--- src/rtl/bias_add_stream_pkg.sv ---
// bias_add_stream_pkg: shared types, state encoding and saturating bias add for bias_add_stream
package bias_add_stream_pkg;
  localparam int DEF_COEFF_WIDTH = 16;
  localparam int DEF_ACC_WIDTH = 32;
  typedef logic signed [DEF_COEFF_WIDTH-1:0] coeff_t;
  typedef logic signed [DEF_ACC_WIDTH-1:0] acc_t;
  typedef enum logic {LOAD, RUN} state_t;
  function automatic acc_t sat_add(acc_t a, coeff_t b);
    logic signed [DEF_ACC_WIDTH:0] s;
    s = {a[DEF_ACC_WIDTH-1], a} + {{(DEF_ACC_WIDTH+1-DEF_COEFF_WIDTH){b[DEF_COEFF_WIDTH-1]}}, b};
    return (s[DEF_ACC_WIDTH] != s[DEF_ACC_WIDTH-1]) ?
      {s[DEF_ACC_WIDTH], {(DEF_ACC_WIDTH-1){~s[DEF_ACC_WIDTH]}}} : s[DEF_ACC_WIDTH-1:0];
  endfunction
endpackage

--- src/rtl/bias_table_rf.sv ---
// bias_table_rf: per-channel bias register file, one write port, asynchronous read, no reset
module bias_table_rf #(
  parameter int DEPTH = 16,
  parameter int WIDTH = 16,
  localparam int AW = DEPTH > 1 ? $clog2(DEPTH) : 1
) (
  input  logic             clk,
  input  logic             we,
  input  logic [AW-1:0]    waddr,
  input  logic [WIDTH-1:0] wdata,
  input  logic [AW-1:0]    raddr,
  output logic [WIDTH-1:0] rdata
);
  logic [WIDTH-1:0] mem [DEPTH];
  always_ff @(posedge clk) begin
    if (we) mem[waddr] <= wdata;
  end
  assign rdata = mem[raddr];
endmodule

--- src/rtl/bias_add_stream.sv ---
// bias_add_stream: loads a per-frame bias table from one ap_fifo, then adds it to an accumulator stream with saturation
module bias_add_stream
  import bias_add_stream_pkg::*;
#(
  parameter int NUM_KERNELS = 16,
  parameter int PIXELS = 64,
  parameter int COEFF_WIDTH = DEF_COEFF_WIDTH,
  parameter int ACC_WIDTH = DEF_ACC_WIDTH
) (
  input  logic                   ap_clk,
  input  logic                   ap_rst,
  input  logic [COEFF_WIDTH-1:0] bias_V_dout,
  input  logic                   bias_V_empty_n,
  output logic                   bias_V_read,
  input  logic [ACC_WIDTH-1:0]   acc_V_dout,
  input  logic                   acc_V_empty_n,
  output logic                   acc_V_read,
  output logic [ACC_WIDTH-1:0]   output_V_din,
  input  logic                   output_V_full_n,
  output logic                   output_V_write,
  output logic                   table_ready
);
  localparam int KW = NUM_KERNELS > 1 ? $clog2(NUM_KERNELS) : 1;
  localparam int PW = PIXELS > 1 ? $clog2(PIXELS) : 1;
  state_t state, state_nxt;
  logic [KW-1:0] load_idx, ch;
  logic [PW-1:0] pix;
  logic out_valid;
  acc_t out_reg;
  coeff_t bias_rd;
  logic bias_pop, acc_pop, load_last, ch_last, pix_last;
  bias_table_rf #(.DEPTH(NUM_KERNELS), .WIDTH(COEFF_WIDTH)) u_table (
    .clk(ap_clk),
    .we(bias_pop),
    .waddr(load_idx),
    .wdata(bias_V_dout),
    .raddr(ch),
    .rdata(bias_rd)
  );
  always_comb begin
    bias_pop = !ap_rst && state == LOAD && bias_V_empty_n;
    acc_pop = !ap_rst && state == RUN && acc_V_empty_n && (!out_valid || output_V_full_n);
    load_last = load_idx == KW'(NUM_KERNELS - 1);
    ch_last = ch == KW'(NUM_KERNELS - 1);
    pix_last = pix == PW'(PIXELS - 1);
    state_nxt = bias_pop && load_last ? RUN : acc_pop && ch_last && pix_last ? LOAD : state;
  end
  assign bias_V_read = bias_pop;
  assign acc_V_read = acc_pop;
  assign output_V_din = out_reg;
  assign output_V_write = out_valid && output_V_full_n;
  assign table_ready = state == RUN;
  always_ff @(posedge ap_clk) state <= ap_rst ? LOAD : state_nxt;
  always_ff @(posedge ap_clk) begin
    if (ap_rst) begin
      load_idx <= '0;
      ch <= '0;
      pix <= '0;
      out_valid <= 1'b0;
      out_reg <= '0;
    end else begin
      if (bias_pop) load_idx <= load_last ? '0 : load_idx + 1'b1;
      if (acc_pop) begin
        ch <= ch_last ? '0 : ch + 1'b1;
        if (ch_last) pix <= pix_last ? '0 : pix + 1'b1;
        out_reg <= sat_add(acc_V_dout, bias_rd);
      end
      out_valid <= acc_pop || (out_valid && !output_V_full_n);
    end
  end
endmodule

--- config.mk ---
export PLATFORM = sky130hd
export DESIGN_NAME = bias_add_stream
export DESIGN_NICKNAME = d
export VERILOG_FILES = /design/src/rtl/bias_add_stream_pkg.sv /design/src/rtl/bias_table_rf.sv /design/src/rtl/bias_add_stream.sv
export SDC_FILE = /design/constraint.sdc
export NUM_CORES = 1
export LEC_CHECK = 0
export BUFFER_PORTS_ARGS = -buffer_cell sky130_fd_sc_hd__clkbuf_2
export CAP_MARGIN = 20
export CORE_MARGIN = 2
export CORE_UTILIZATION = 60
export CTS_BUF_LIST = sky130_fd_sc_hd__clkbuf_16
export DETAILED_ROUTE_END_ITERATION = 16
export PLACE_DENSITY = 0.89
export SLEW_MARGIN = 20
export SYNTH_ARGS = -nofsm -noshare
export SYNTH_HDL_FRONTEND = slang
export SYNTH_HIERARCHICAL = 1
export SYNTH_SLANG_ARGS = --single-unit
--- constraint.sdc ---
create_clock -name ap_clk -period 7.01 [get_ports ap_clk]
set_input_delay 0.3505 -clock ap_clk [delete_from_list [all_inputs] [get_ports ap_clk]]
set_output_delay 0.3505 -clock ap_clk [all_outputs]
set_load 0.01 [all_outputs]
==> impl_metrics.env <==
export IMPL_status="complete, no violations"
export IMPL_synth_cell_types=70
export IMPL_gp_congestion=0.874
export IMPL_finalNonFillerCells=1294
export IMPL_tritoncts="yes"
export IMPL_finalSetupViolations=0
export IMPL_worst_setup_path_start_kind="flop"
export IMPL_async_flop_share=0
export IMPL_pwr_density_cell_nw_per_um2=253
export IMPL_rsz0062_at_grt="false"
export IMPL_port_buffers=88
export IMPL_synth_edf_count=256
export IMPL_hold_class="primary input to flop"
export IMPL_cts_htree_levels=1
export IMPL_crit_fanout=25
export IMPL_drc=0
export IMPL_multi_input_area_um2=4890
export IMPL_placed_area_um2=14600
export IMPL_seq_power_share=0.498
export IMPL_syn_nets=967
export IMPL_first_pass_iters=5
export IMPL_fillers=1413
export IMPL_hold_ws_ps=104
export IMPL_die_area_um2=24200
export IMPL_grt_total_usage=0.276
export IMPL_die_h_um=155
export IMPL_crit_required_ps=7420
export IMPL_grt_start_max_net_pins=70
export IMPL_max_freq_mhz=185
export IMPL_highest_layer="met4"
export IMPL_fp_coreArea_um2=22600
export IMPL_slew_headroom=0.282
export IMPL_met2_length_um=15800
export IMPL_layout_common_cells="edfxtp_1, clkbuf_2, nor2_1"
export IMPL_worst_slew_pin_slew_ps=1070
export IMPL_synth_xor_area_frac=0.0228
export IMPL_finalWirelength_um=32700
export IMPL_critPathKind="flop to flop"
export IMPL_num_nets_final=1073
export IMPL_final_area_um2=15600
export IMPL_ant_nets=0
export IMPL_cap_violations=0
export IMPL_post_cts_setup_buffer_count=0
export IMPL_numCtsBuffers=30
export IMPL_yosys_area_top_type_share=0.558
export IMPL_seqCellArea_um2=8650
export IMPL_ys_seq_area_frac=0.628
export IMPL_drt_iter0_markers=957
export IMPL_initial_utilization=0.610
export IMPL_power_frac_clock=0.418
export IMPL_row_count=55
export IMPL_grt_overflow_total=0
export IMPL_met1_length_um=12400
export IMPL_dp_cells=1236
export IMPL_io_pins=89
export IMPL_grt_first_pass_wirelength_um=49700
export IMPL_synth_top_family_by_area="multiplexers"
export IMPL_final_common_cell="edfxtp_1"
export IMPL_syn_area_um2=13800
export IMPL_drive_above_1_share=0.303
export IMPL_synthAdderAreaFrac=0.0578
export IMPL_ir_worst_vdd_mv=0.296
export IMPL_clkTransAtPathRegs_ps=60
export IMPL_cts_repair_resized=0
export IMPL_ys_ff_latch=304
export IMPL_endpoint_kind="flop"
export IMPL_yosysWarnings=6
export IMPL_synthFlopType="edfxtp_1"
export IMPL_p_sw_frac=0.231
export IMPL_final_min_clock_period_ps=5410
export IMPL_arrival_ps=5820
export IMPL_cts_path_max_buffers=3
export IMPL_cts_sinks=304
export IMPL_ctsHoldBuffers=0
export IMPL_post_route_util=0.693
export IMPL_final_max_slew_violation_count=0
export IMPL_insertion_delay_ps=570
export IMPL_p_int_w=0.00304
export IMPL_avgSynthCellArea_um2=15.7
export IMPL_grt_pass1_vias=8430
export IMPL_p_comb_frac=0.084
export IMPL_synth_simple_gate_area_frac=0.0664
export IMPL_wl_met3_um=3040
export IMPL_post_dp_hpwl_um=19600
export IMPL_post_route_period_util=0.771
export IMPL_postSynthCellCount=878
export IMPL_die_w_um=155
export IMPL_synth_compound_area_share=0.0944
export IMPL_dr_total_vias=8481
export IMPL_via_per_inst=6.55
export IMPL_synthTopCellsByArea="edfxtp_1, mux4_2, dfxtp_1"
export IMPL_syn_to_final_growth_pct=13.7
export IMPL_skew_ps=16.1
export IMPL_hold_viol=0
export IMPL_wire_per_inst_um=25.2
export IMPL_leakagePower_nw=5.30
export IMPL_clockRootBuffer="clkbuf_16"
export IMPL_antenna_found_initial=1
export IMPL_synth_area_leader_cell="edfxtp_1"
export IMPL_synth_area_mux_share=0.110
export IMPL_setup_tns_ps=0
export IMPL_p_sw_w=0.000914
==> cell type report <==
type / instances / share of cell area
Antenna cell: 1 / 0.000160
Clock buffer: 30 / 0.0480
Clock inverter: 26 / 0.0185
Inverter: 11 / 0.00264
Multi-Input combinational cell: 520 / 0.312
Sequential cell: 304 / 0.553
Tap cell: 285 / 0.0228
Timing Repair Buffer: 117 / 0.0425
==> path summary, 6_finish.rpt <==
check / startpoint / endpoint / slack (ps) / depth (start not counted)
max: ch[1]$_SDFFE_PP0P_ / output_V_din[0]$_SDFFE_PP0P_ / 1600 / 15
min: output_V_full_n / out_valid$_SDFF_PP0_ / 100 / 3
max reg2reg: ch[1]$_SDFFE_PP0P_ / output_V_din[0]$_SDFFE_PP0P_ / 1600 / 15
min reg2reg: output_V_din[31]$_SDFFE_PP0P_ / output_V_din[31]$_SDFFE_PP0P_ / 500 / 2
==> power groups by stage <==
stage / Combinational (W) / Clock [W] / Sequential, W
after floorplan: 0.000239 / 0 / 0.00201
after detailed placement: 0.000322 / 0 / 0.00201
after global placement: 0.000315 / 0 / 0.00201
after CTS: 0.000327 / 0.00168 / 0.00197
final: 0.000332 / 0.00166 / 0.00197
after global routing: 0.000362 / 0.00175 / 0.00197
==> sequential cells by signal, indices dropped and copies added, names as in the netlist <==
register	cells
u_table/mem	256
output_V_din	32
pix	6
ch	4
load_idx	4
out_valid	1
table_ready	1
==> per-stage QoR <==
step | worst slack, ps | power [W]
after global placement | 1550 | 0.00232
after floorplan | 2710 | 0.00225
after CTS | 1390 | 0.00398
final | 1600 | 0.00396
after detailed placement | 1510 | 0.00233
after global routing | 1250 | 0.00408
==> synthesized netlist by cell type (2+ instances only) <==
cell type,number
and3_1,4
mux4_2,54
maj3_2,30
nand2b_1,10
o211ai_1,4
nand2_1,48
and2_1,4
nand3b_1,3
o21ai_1,4
a311oi_2,2
nor3_1,15
o21ai_0,11
a211oi_1,3
buf_4,3
o21a_1,5
inv_1,11
nand4_1,4
edfxtp_1,256
xnor2_1,19
nor2_1,77
nor2b_1,6
a22oi_1,32
buf_2,7
buf_6,7
o21ai_2,3
nor2_2,2
mux4_1,10
nor3b_1,2
clkbuf_1,22
dfxtp_1,48
buf_1,4
a31oi_1,4
a311oi_1,2
nand3_1,6
a211oi_2,30
mux2i_1,4
ha_1,35
a21o_1,10
a21oi_1,32
xor2_1,15
==> cell families after synthesis <==
| group | Yosys count |
|---|---|
| DFF | 304 |
| buffers and inverters | 54 |
| adders and majority gates | 66 |
| xor gates and xnor gates | 35 |
| AOI/OAI and AO/OA | 158 |
| and+or+nand+nor | 193 |
| muxes | 68 |
==> metal layers <==
layer / vias up / GRT usage
li1: 3694 / -
met1: 4185 / 0.360
met2: 491 / 0.453
met3: 111 / 0.0604
met4: 0 / 0.114
met5: - / 0
==> critical path, stage by stage, from the launching register on <==
cell	delay, ps
dfxtp_2	730
buf_4	440
mux4_2	410
a22oi_1	210
nand2_1	480
ha_1	570
a21o_1	180
a21oi_1	190
o21ai_1	110
a32o_1	240
a311oi_2	440
o41ai_4	140
xnor2_4	580
buf_8	250
maj3_2	210
a211oi_2	60
(Power assumes the default switching activity.)
